<file path="config.mk">
export PLATFORM = sky130hd
export DESIGN_NAME = xalu_seq_flat
export DESIGN_NICKNAME = d
export VERILOG_FILES = /design/src/rtl/xalu_pkg.sv /design/src/rtl/xalu_if.sv /design/src/rtl/xalu_comb.sv /design/src/rtl/xalu_seq.sv /design/src/flat_wrapper.sv
export SDC_FILE = /design/constraint.sdc
export NUM_CORES = 1
export LEC_CHECK = 0
export CORE_ASPECT_RATIO = 1.75
export CORE_MARGIN = 3
export CORE_UTILIZATION = 30
export CTS_CLUSTER_DIAMETER = 150
export DETAILED_ROUTE_END_ITERATION = 6
export DONT_BUFFER_PORTS = 1
export SYNTH_ARGS = -nofsm -noshare
export SYNTH_HDL_FRONTEND = slang
export SYNTH_HIERARCHICAL = 1
export SYNTH_SLANG_ARGS = --single-unit
export TNS_END_PERCENT = 50
</file>
<file path="constraint.sdc">
create_clock -name clk -period 3.2 [get_ports clk]
set_input_delay 0.48 -clock clk [delete_from_list [all_inputs] [get_ports clk]]
set_output_delay 0.48 -clock clk [all_outputs]
set_load 0.1 [all_outputs]
</file>
<file path="src/rtl/xalu_pkg.sv">
// xalu_pkg: opcode codes and FSM state type shared by the xalu_seq slice
package xalu_pkg;
  localparam logic [3:0] F_ADD = 4'd0, F_AND = 4'd1, F_OR = 4'd2, F_XOR = 4'd3;
  localparam logic [3:0] F_PASSA = 4'd4, F_PASSB = 4'd5, F_SHR1 = 4'd6, F_SHL1 = 4'd7;
  localparam logic [3:0] F_SUB = 4'd8, F_SHLN = 4'd9, F_SHRN = 4'd10, F_MUL = 4'd11;
  typedef enum logic {IDLE, RUN} state_t;
endpackage

</file>
<file path="src/rtl/xalu_if.sv">
// xalu_if: request operands/function (master->slave) and registered result, flags, busy/done (slave->master)
interface xalu_if #(parameter int WIDTH = 8);
  logic start;
  logic [3:0] F;
  logic COM;
  logic [WIDTH-1:0] a, b;
  logic ci_right, ci_left;
  logic [WIDTH-1:0] d;
  logic co_left, co_right, ZERO, NEG_ZERO, EQU, OVF, busy, done;
  modport master (output start, F, COM, a, b, ci_right, ci_left,
                  input d, co_left, co_right, ZERO, NEG_ZERO, EQU, OVF, busy, done);
  modport slave (input start, F, COM, a, b, ci_right, ci_left,
                 output d, co_left, co_right, ZERO, NEG_ZERO, EQU, OVF, busy, done);
endinterface

</file>
<file path="src/rtl/xalu_comb.sv">
// xalu_comb: single-cycle ALU ops (f_i, a_i, b_i, ci_right_i, ci_left_i -> d_o, co_left_o, co_right_o, ovf_o); codes 9-15 pass a
module xalu_comb import xalu_pkg::*; #(parameter int WIDTH = 8) (
  input  logic [3:0]       f_i,
  input  logic [WIDTH-1:0] a_i,
  input  logic [WIDTH-1:0] b_i,
  input  logic             ci_right_i,
  input  logic             ci_left_i,
  output logic [WIDTH-1:0] d_o,
  output logic             co_left_o,
  output logic             co_right_o,
  output logic             ovf_o
);
  localparam int M = WIDTH - 1;
  logic sub;
  logic [WIDTH-1:0] bx;
  logic [WIDTH:0] sum;
  assign sub = f_i == F_SUB;
  assign bx = sub ? ~b_i : b_i;
  assign sum = {1'b0, a_i} + {1'b0, bx} + {{WIDTH{1'b0}}, sub | ci_right_i};
  always_comb begin
    d_o = a_i;
    co_left_o = 1'b0;
    co_right_o = 1'b0;
    ovf_o = 1'b0;
    case (f_i)
      F_ADD, F_SUB: begin
        d_o = sum[M:0];
        co_left_o = sum[WIDTH];
        ovf_o = (a_i[M] == bx[M]) && (sum[M] != a_i[M]);
      end
      F_AND: d_o = a_i & b_i;
      F_OR: d_o = a_i | b_i;
      F_XOR: d_o = a_i ^ b_i;
      F_PASSB: d_o = b_i;
      F_SHR1: begin
        d_o = {ci_left_i, a_i[M:1]};
        co_right_o = a_i[0];
      end
      F_SHL1: begin
        d_o = {a_i[M-1:0], ci_right_i};
        co_left_o = a_i[M];
      end
      default: d_o = a_i;
    endcase
  end
endmodule

</file>
<file path="src/rtl/xalu_seq.sv">
// xalu_seq: sequential ALU (clk, rst, bus: slave side of xalu_if) with 1-bit/cycle shifts, shift-add multiply and registered result/flags
module xalu_seq import xalu_pkg::*; #(
  parameter int WIDTH = 8,
  parameter int SHW = $clog2(WIDTH)
) (
  input logic clk,
  input logic rst,
  xalu_if.slave bus
);
  localparam int M = WIDTH - 1;
  localparam int CW = $clog2(WIDTH + 1);
  state_t state_q;
  logic [WIDTH-1:0] w_q, hi_q, m_q, d_q, w_d, hi_d, c_d, r_d;
  logic [CW-1:0] cnt_q;
  logic [SHW-1:0] n;
  logic [WIDTH:0] msum;
  logic fill_q, com_q, mul_q, shl_q, pend_equ_q;
  logic co_left_q, co_right_q, zero_q, negz_q, equ_q, ovf_q, done_q;
  logic c_cl, c_cr, c_ovf, multi, run, wr, cl_d, cr_d;
  xalu_comb #(.WIDTH(WIDTH)) u_comb (
    .f_i(bus.F), .a_i(bus.a), .b_i(bus.b), .ci_right_i(bus.ci_right), .ci_left_i(bus.ci_left),
    .d_o(c_d), .co_left_o(c_cl), .co_right_o(c_cr), .ovf_o(c_ovf)
  );
  assign n = bus.b[SHW-1:0];
  assign multi = bus.F == F_MUL || ((bus.F == F_SHLN || bus.F == F_SHRN) && n != '0);
  assign run = state_q == RUN;
  // multiply: w_q holds the multiplier, consumed LSB-first while product bits shift in from hi_q
  assign msum = {1'b0, hi_q} + (w_q[0] ? {1'b0, m_q} : '0);
  assign hi_d = msum[WIDTH:1];
  assign w_d = mul_q ? {msum[0], w_q[M:1]} : shl_q ? {w_q[M-1:0], fill_q} : {fill_q, w_q[M:1]};
  assign wr = run ? cnt_q == CW'(1) : bus.start && !multi;
  assign r_d = run ? w_d ^ {WIDTH{com_q}} : c_d ^ {WIDTH{bus.COM}};
  assign cl_d = run ? (mul_q ? |hi_d : shl_q & w_q[M]) : c_cl;
  assign cr_d = run ? (!mul_q && !shl_q && w_q[0]) : c_cr;
  always_ff @(posedge clk or posedge rst) begin
    if (rst) begin
      state_q <= IDLE;
      {w_q, hi_q, m_q, d_q, cnt_q} <= '0;
      {fill_q, com_q, mul_q, shl_q, pend_equ_q} <= '0;
      {co_left_q, co_right_q, zero_q, negz_q, equ_q, ovf_q, done_q} <= '0;
    end else begin
      done_q <= wr;
      if (wr) begin
        d_q <= r_d;
        co_left_q <= cl_d;
        co_right_q <= cr_d;
        ovf_q <= run ? 1'b0 : c_ovf;
        equ_q <= run ? pend_equ_q : bus.a == bus.b;
        zero_q <= r_d == '0;
        negz_q <= &r_d;
      end
      if (run) begin
        w_q <= w_d;
        hi_q <= hi_d;
        cnt_q <= cnt_q - CW'(1);
        state_q <= cnt_q == CW'(1) ? IDLE : RUN;
      end else if (bus.start && multi) begin
        state_q <= RUN;
        w_q <= bus.F == F_MUL ? bus.b : bus.a;
        m_q <= bus.a;
        hi_q <= '0;
        mul_q <= bus.F == F_MUL;
        shl_q <= bus.F == F_SHLN;
        fill_q <= bus.F == F_SHLN ? bus.ci_right : bus.ci_left;
        com_q <= bus.COM;
        pend_equ_q <= bus.a == bus.b;
        cnt_q <= bus.F == F_MUL ? CW'(WIDTH) : CW'(n);
      end
    end
  end
  assign bus.d = d_q;
  assign bus.co_left = co_left_q;
  assign bus.co_right = co_right_q;
  assign bus.ZERO = zero_q;
  assign bus.NEG_ZERO = negz_q;
  assign bus.EQU = equ_q;
  assign bus.OVF = ovf_q;
  assign bus.busy = run;
  assign bus.done = done_q;
endmodule

</file>
<file path="src/flat_wrapper.sv">
// flat-port wrapper written by rule: the top's interface ports become plain ports
module xalu_seq_flat import xalu_pkg::*;
#(
  parameter int WIDTH = 8,
  parameter int SHW = $clog2(WIDTH)
)
  (clk, rst, bus_start, bus_F, bus_COM, bus_a, bus_b, bus_ci_right, bus_ci_left, bus_d, bus_co_left, bus_co_right, bus_ZERO, bus_NEG_ZERO, bus_EQU, bus_OVF, bus_busy, bus_done);
  xalu_if #(.WIDTH(WIDTH)) bus_i ();
  input logic clk;
  input logic rst;
  input wire logic [$bits(bus_i.start)-1:0] bus_start;
  input wire logic [$bits(bus_i.F)-1:0] bus_F;
  input wire logic [$bits(bus_i.COM)-1:0] bus_COM;
  input wire logic [$bits(bus_i.a)-1:0] bus_a;
  input wire logic [$bits(bus_i.b)-1:0] bus_b;
  input wire logic [$bits(bus_i.ci_right)-1:0] bus_ci_right;
  input wire logic [$bits(bus_i.ci_left)-1:0] bus_ci_left;
  output wire logic [$bits(bus_i.d)-1:0] bus_d;
  output wire logic [$bits(bus_i.co_left)-1:0] bus_co_left;
  output wire logic [$bits(bus_i.co_right)-1:0] bus_co_right;
  output wire logic [$bits(bus_i.ZERO)-1:0] bus_ZERO;
  output wire logic [$bits(bus_i.NEG_ZERO)-1:0] bus_NEG_ZERO;
  output wire logic [$bits(bus_i.EQU)-1:0] bus_EQU;
  output wire logic [$bits(bus_i.OVF)-1:0] bus_OVF;
  output wire logic [$bits(bus_i.busy)-1:0] bus_busy;
  output wire logic [$bits(bus_i.done)-1:0] bus_done;
  assign bus_i.start = bus_start;
  assign bus_i.F = bus_F;
  assign bus_i.COM = bus_COM;
  assign bus_i.a = bus_a;
  assign bus_i.b = bus_b;
  assign bus_i.ci_right = bus_ci_right;
  assign bus_i.ci_left = bus_ci_left;
  assign bus_d = bus_i.d;
  assign bus_co_left = bus_i.co_left;
  assign bus_co_right = bus_i.co_right;
  assign bus_ZERO = bus_i.ZERO;
  assign bus_NEG_ZERO = bus_i.NEG_ZERO;
  assign bus_EQU = bus_i.EQU;
  assign bus_OVF = bus_i.OVF;
  assign bus_busy = bus_i.busy;
  assign bus_done = bus_i.done;
  xalu_seq #(.WIDTH(WIDTH), .SHW(SHW)) u_core (.clk(clk), .rst(rst), .bus(bus_i));
endmodule
</file>
==> impl_metrics.csv, run 1 <==
group,metric,value,unit
synthesis,synth_top_family_by_area,"compound AO/OA/AOI/OAI gates",
synthesis,synth.distinct_cells,61,
place,detailed_place.area,4750,um^2
clocking,clock_path_buffers,2,
synthesis,synth_edf_count,0,
detailed_routing,drt_first_iter_violations,262,
floorplanning,design.die.area,16300,um^2
grt,first_pass_grt_wire_length,21700,um
clocking,reg_clk_slew_reported_paths,0.07,ns
timing,max_slew_margin,31.4,%
detailed_routing,drt_wl_total,13600,um
detailed_routing,ant_nets,0,
critical_path,crit_path_start,"bus_F[1]",
detailed_routing,drc,0,
place,routabilityCongestion,0.895,
worst_hold_path,hold_path_class,"primary input to async pin",
synthesis,synthAdderAreaFrac,10.9,%
run,cap_viol_max_count,0,
layout,post-route-util,34.5,%
critical_path,rrSetupSlack,0.59,ns
layout,n_fill_cell,1484,
power_and_ir_drop,seq_power_share,42.9,%
synthesis,fraction_of_the_mapped_netlist_area_in_compound_gates,20.2,%
critical_path,worst_r2r_endpoint,"u_core/bus.co_left",
grt,antenna_violations_before_repair,0,
synthesis,syn-num-nets,599,
power_and_ir_drop,total_power,3.95,mW
clocking,ctsHtreeMaxLevel,2,
timing,finalHoldViolCount,0,
grt,grt_overflow_total,0,
layout,synthToLayoutAreaGrowth,12.4,%
synthesis,synth.area.mux_share,8.56,%
clocking,cts-root-buf,"clkbuf_16",
timing,finClkSkew,0.00287,ns
timing,fmax,294,MHz
critical_path,crit_arrival,3.63,ns
power_and_ir_drop,power_frac_comb,43.4,%
layout,antenna_cells_inserted,0,
detailed_routing,dr_wl_cell,18.6,um
timing,setup-violations-final,4,
critical_path,setup.worst_path.start_class,"primary input",
power_and_ir_drop,swShare,51.6,%
layout,design.final.nets,612,
timing,period_needed,3.41,ns
layout,finish.instance_area,4980,um^2
synthesis,asyncSetResetFlopFracSynth,100,%
power_and_ir_drop,ir_drop,0.237,mV
place,buffer_ports.inserted,0,
synthesis,yosys.area_share.simple,17.8,%
timing,setup_repair_after_global_routing_missed_its_margin,"true",
synthesis,synthCells,537,
synthesis,syn_avg_cell_area,8.25,um^2
clocking,clock_sink_count,49,
detailed_routing,vias,3985,
synthesis,post_synth_xor_area_fraction,8.50,%
critical_path,critical_path.max_fanout,22,
timing,tightestPinTransition,1.03,ns
timing,final.period_utilization,106,%
power_and_ir_drop,total_switching_power,2.04,mW
power_and_ir_drop,power.share.clock,13.7,%
floorplanning,num_io_pins,42,
synthesis,ys_warn_count,6,
grt,grt_usage,16.6,%
clocking,clk_latency,0.29,ns
critical_path,r2r-start,"u_core/w_q[0]",
grt,largest_net_degree_at_the_start_of_global_routing,50,
synthesis,syn-cell-area,4430,um^2
timing,maxSlewViolCount,0,
place,dp.final_hpwl,10500,um
floorplanning,fp.dieW,97.9,um
floorplanning,coreArea,14400,um^2
timing,fin_setup_tns,-0.511,ns
power_and_ir_drop,p_int,1.91,mW
power_and_ir_drop,p_leak,2.28,nW
detailed_routing,drt-pass1-iter-count,5,
synthesis,yosys_most_used_dff,"dfrtp_1",
layout,final_layout_size_suffix_gt1_share,13.8,%
grt,grt_pass1_vias,4048,
synthesis,synth-seq-cells,49,
status,outcome,"complete, but fails checks",
floorplanning,std_cell_rows,58,
clocking,cts-buffers-inserted,5,
detailed_routing,post_drt_via_cell_ratio,5.45,
floorplanning,start_util,30.7,%
critical_path,setup.worst_path.class,"primary input to register",
critical_path,worst-r2r-cell-count,9,
status,violations,"negative setup slack",
synthesis,synth-seq-area-share,27.7,%
critical_path,critPathCaptureType,"register",
critical_path,timing.critical_path.required,3.43,ns
clocking,cts_tree,"done",
timing,setup_slack,-0.206,ns
floorplanning,die_height,167,um
power_and_ir_drop,powerDensity,792,nW/um^2
place,pre_cts_ws,-0.621,ns
-- metal layers --
metal  up-vias  share of wire [%]  global-route usage [%]
li1       1919                  -                       -
met1      1887                 35                    16.9
met2       133                 55                    31.6
met3        46                4.9                    2.64
met4         0                5.0                    8.92
met5         -                  0                       0
-- through the flow --
stage / instances / hold slack [ns]
finish: 731 / 0.296
global route: 731 / 0.308
CTS: 729 / 0.293
detailed placement: 720 / 0.457
global placement: 720 / 0.453
floorplan: 537 / 0.437
-- power groups by stage --
stage	Sequential, mW	Combinational, mW	Clock (mW)
after floorplan	1.60	1.22	0
after global routing	1.72	1.89	0.580
after detailed placement	1.71	1.63	0
after CTS	1.69	1.66	0.556
final	1.69	1.71	0.541
after global placement	1.70	1.59	0
-- area by class of cell --
cell class              count  area (um^2)  area share [%]
inverters                  30          114            2.29
repair buffers             35          263            5.28
well taps                 180          225            4.52
clock buffers               5          125            2.51
clock inverters             3         21.3           0.427
multi-input cells         429         3010            60.3
flip-flops and latches     49         1230            24.6
-- synthesized netlist by cell type, types with 2 or more instances --
| master | count | area (um^2) |
|---|---|---|
| xor2_1 | 18 | 158 |
| o2111ai_1 | 2 | 17.5 |
| a221o_1 | 2 | 20.0 |
| dfrtp_1 | 49 | 1230 |
| nor4b_1 | 2 | 17.5 |
| o32ai_1 | 3 | 26.3 |
| or2_2 | 2 | 12.5 |
| nor3_1 | 3 | 15.0 |
| nand3_1 | 11 | 55.1 |
| and3_1 | 2 | 12.5 |
| nand3b_1 | 3 | 22.5 |
| buf_2 | 10 | 50.1 |
| or3_1 | 6 | 37.5 |
| buf_4 | 2 | 15.0 |
| o211ai_1 | 9 | 67.6 |
| xnor2_1 | 25 | 219 |
| nor4_1 | 5 | 31.3 |
| o21ai_1 | 4 | 20.0 |
| ha_1 | 33 | 413 |
| mux2_2 | 5 | 56.3 |
| a21oi_1 | 40 | 200 |
| a21o_1 | 3 | 22.5 |
| fa_1 | 3 | 60.1 |
| inv_1 | 28 | 105 |
| mux4_2 | 3 | 67.6 |
| buf_1 | 2 | 7.51 |
| o22ai_1 | 8 | 50.1 |
| and2_1 | 8 | 50.1 |
| nor2_1 | 30 | 113 |
| clkbuf_1 | 10 | 37.5 |
| nand4_1 | 2 | 12.5 |
| o22a_1 | 2 | 17.5 |
| mux2i_1 | 24 | 240 |
| o221ai_1 | 2 | 17.5 |
| o21ai_0 | 49 | 245 |
| nor2b_1 | 2 | 12.5 |
| nand2_1 | 81 | 304 |
| buf_6 | 5 | 56.3 |
| a31oi_1 | 4 | 25.0 |
| a211oi_1 | 9 | 67.6 |
| nand2b_1 | 6 | 37.5 |
-- how the worst max path moves through the flow --
stage,to,cells past startpoint
after floorplan,u_core/bus.NEG_ZERO,17
after global routing,u_core/bus.NEG_ZERO,15
after global placement,u_core/bus.NEG_ZERO,14
after CTS,u_core/bus.NEG_ZERO,15
after detailed placement,u_core/bus.NEG_ZERO,14
final,u_core/bus.NEG_ZERO,15
-- state kept, by name (all words and copies together), names as in the netlist --
register and flops:
u_core/bus.co_left 1, u_core/shl_q 1, u_core/w_q 8, u_core/bus.OVF 1, u_core/fill_q 1, u_core/bus.ZERO 1, u_core/bus.co_right 1, u_core/m_q 8
u_core/pend_equ_q 1, u_core/mul_q 1, u_core/bus.d 8, u_core/hi_q 8, u_core/bus.NEG_ZERO 1, u_core/com_q 1, u_core/bus.EQU 1, u_core/bus.done 1
u_core/cnt_q 4, u_core/bus.busy 1
-- worst max-delay path: stages --
cell and delay (ns):
or3_4 0.41, nor2_8 0.15, xnor2_2 0.08, fa_2 0.41
fa_2 0.39, a21oi_4 0.17, o21ai_2 0.09, o21ai_1 0.11
xor2_1 0.08, o22ai_1 0.17, xor2_1 0.16, o21ai_1 0.09
a221o_1 0.31, or4_1 0.39, o21ai_1 0.13
-- cells in the final DEF (no fill, tap or decap), drive strengths merged, types with 5 or more instances in the layout --
cell	instances
dfrtp	49
mux2	6
or3	6
o211ai	9
nand3	11
clkbuf	5
and2	8
a211oi	9
xnor2	25
o21ai	53
ha	33
nor4	5
nor2	32
nand2b	7
buf	35
mux2i	24
nand2	81
xor2	18
o22ai	8
inv	29
a21oi	40
-- cell families after synthesis --
logic type                 after synthesis
and+or+nand+nor                        168
xor gates and xnor gates                43
DFF                                     49
muxes                                   33
adders and majority gates               37
AOI/OAI and AO/OA                      148
buffers and inverters                   59
-- what timing repair did --
item | CTS | global route
hold endpoints to repair | 0 | 0
pin swaps | 3 | 1
hold buffers | 0 | 0
setup endpoints to repair | 4 | 8
setup buffers | 1 | 2
resized for setup | 4 | 9
(Power assumes the default switching activity.)
==> inputs of run 2 (changes only) <==
- CELL_PAD_IN_SITES_DETAIL_PLACEMENT: not set -> 1
- CELL_PAD_IN_SITES_GLOBAL_PLACEMENT: not set -> 2
- PLACE_DENSITY_LB_ADDON: not set -> 0.1
- SKIP_LAST_GASP: not set -> 1
==> run 2 against run 1 <==
The flow still finishes with violations (negative setup slack). Sequential power is essentially flat. Clock power shrank 3.7%. First-iteration DRC count shrank 62%. Final area shrank 0.40%. Global-route usage grew 2.4 points. Fmax grew 0.43%. Non-clock buffer count grew 2. Die area is the same. Core utilization shrank 0.14 points.
==> impl_metrics.csv, run 2 (synthesis results as in run 1) <==
group,metric,value,unit
status,outcome,"complete, but fails checks",
status,violations,"negative setup slack",
critical_path,timing.critical_path.required,3.38,ns
detailed_routing,dr_wl_met2,8340,um
critical_path,setup.worst_path.start_class,"primary input",
floorplanning,die_height,167,um
power_and_ir_drop,ir_drop,0.293,mV
timing,finClkSkew,0.00794,ns
detailed_routing,top_layer_used,"met4",
clocking,cts-buffers-inserted,5,
critical_path,critical_path.max_fanout,22,
clocking,cts-root-buf,"clkbuf_16",
detailed_routing,route.met3.wl,408,um
grt,grt_usage,19.0,%
timing,setup_repair_after_global_routing_missed_its_margin,"true",
clocking,cts_tree,"done",
timing,max_slew_margin,37.0,%
critical_path,crit_arrival,3.58,ns
critical_path,critPathCaptureType,"register",
grt,first_pass_grt_wire_length,24200,um
floorplanning,design.die.area,16300,um^2
detailed_routing,ant_nets,0,
layout,antenna_cells_inserted,0,
critical_path,crit_end,"u_core/bus.co_left",
place,routabilityCongestion,0.808,
power_and_ir_drop,p_leak,2.28,nW
detailed_routing,drt_first_iter_violations,100,
timing,finalHoldViolCount,0,
grt,grt_pass1_vias,4304,
clocking,reg_clk_slew_reported_paths,0.07,ns
critical_path,worst_r2r_endpoint,"u_core/bus.co_left",
critical_path,setup.worst_path.class,"primary input to register",
run,cap_viol_max_count,0,
worst_hold_path,hold_path_class,"primary input to async pin",
grt,antenna_violations_before_repair,0,
timing,maxSlewViolCount,0,
detailed_routing,dr_wl_cell,21.0,um
critical_path,worst-r2r-cell-count,9,
floorplanning,std_cell_rows,58,
timing,period_needed,3.39,ns
place,pre_cts_ws,-0.657,ns
layout,post-route-util,34.4,%
power_and_ir_drop,powerDensity,797,nW/um^2
floorplanning,coreArea,14400,um^2
clocking,clock_path_buffers,2,
detailed_routing,drt_wl_total,15400,um
critical_path,crit_path_start,"bus_F[1]",
layout,synthToLayoutAreaGrowth,12.0,%
grt,largest_net_degree_at_the_start_of_global_routing,36,
timing,final.period_utilization,106,%
place,buffer_ports.inserted,0,
detailed_routing,routedLengthMet1,5740,um
detailed_routing,drc,0,
detailed_routing,vias,3946,
critical_path,rrSetupSlack,0.54,ns
timing,setup-violations-final,4,
clocking,clk_latency,0.29,ns
detailed_routing,drt-pass1-iter-count,4,
grt,grt_overflow_total,0,
clocking,clock_sink_count,49,
critical_path,r2r-start,"u_core/w_q[0]",
layout,layout_commonest_cell,"nand2_1",
place,dp.final_hpwl,12300,um
layout,mostFrequentLayoutCells,"nand2_1, dfrtp_1, o21ai_0",
detailed_routing,post_drt_via_cell_ratio,5.38,
layout,final_layout_size_suffix_gt1_share,13.2,%
floorplanning,num_io_pins,42,
floorplanning,start_util,30.7,%
layout,design.final.nets,614,
critical_path,timing.critical_path.slowest_stage_cell,"or3_4",
critical_path,worstPathCellList,"or3_4 -> nor2_8 -> xnor2_2 -> fa_2 -> fa_2 -> a21oi_4 -> o21ai_2 -> a21o_1 -> a21oi_1 -> o21ai_1 -> nor2_1 -> a21oi_1 -> nor4b_1 -> nand4b_1 -> a22o_1",
timing,fmax,295,MHz
clocking,cts_hold_buffers,0,
timing,setup_slack,-0.191,ns
critical_path,timing.critical_path.slowest_cell_delay,0.41,ns
clocking,ctsHtreeMaxLevel,2,
floorplanning,fp.dieW,97.9,um
timing,tightestPinTransition,0.945,ns
run 2: cell count changes in the layout (fill, tap and decap cells not counted), sizes merged:
cell      previous run  this run
buf                 35        37
clkbuf               5         6
clkinv               3         4
clkinvlp             1         0
inv                 29        28
run 2: metal layers:
layer,vias to the layer above,track usage [%]
met2,76,35.9
met5,-,0
met4,0,10.7
li1,1919,-
met1,1915,19.6
met3,36,2.60
run 2: stage by stage:
| stage | instances | hold slack [ns] | TNS (ns) | area (um^2) | total power, mW |
|---|---|---|---|---|---|
| 6_report | 733 | 0.0738 | -0.604 | 4960 | 3.95 |
| 5_1_grt | 733 | 0.102 | -1.32 | 4960 | 4.26 |
| 4_1_cts | 732 | 0.0777 | -0.586 | 4930 | 3.98 |
| 3_5_place_dp | 723 | 0.402 | -3.74 | 4770 | 3.42 |
| 3_3_place_gp | 723 | 0.404 | -3.00 | 4770 | 3.38 |
| 2_1_floorplan | 537 | 0.437 | -1.69 | 4450 | 2.82 |
run 2: report_power, final:
group	internal, mW	leakage [nW]	switching [mW]
combinational	0.769	1.59	0.999
clock	0.288	0.0706	0.233
sequential	0.864	0.620	0.803
total	1.92	2.28	2.03
run 2: worst min path at each step:
stage,to,cells after the start,slack [ns]
floorplan,u_core/m_q[4],2,0.44
global placement,u_core/bus.done,1,0.40
detailed placement,u_core/bus.done,1,0.40
CTS,u_core/bus.d[6],1,0.08
global route,u_core/m_q[7],1,0.10
finish,u_core/bus.d[6],1,0.07
run 2: what timing repair did:
action / in CTS / in global routing
endpoints found under the setup margin: 5 / 8
buffers inserted: 1 / 1
gates resized for setup: 2 / 7
run 2: cell type report:
cell class | instances | area, um^2
inverters | 30 | 114
fillers | 1738 | 9480
flip-flops and latches | 49 | 1230
multi-input cells | 429 | 2980
repair buffers | 37 | 278
well taps | 180 | 225
clock buffers | 6 | 129
clock inverters | 2 | 10.0
run 2: worst max-delay path: cells and delay by family:
kind	cells	cell delay (ns)
AND/OR/NAND/NOR	5	1.19
AO/OA/AOI/OAI	7	0.99
adder cells (fa/ha/maj)	2	0.81
XOR/XNOR	1	0.09
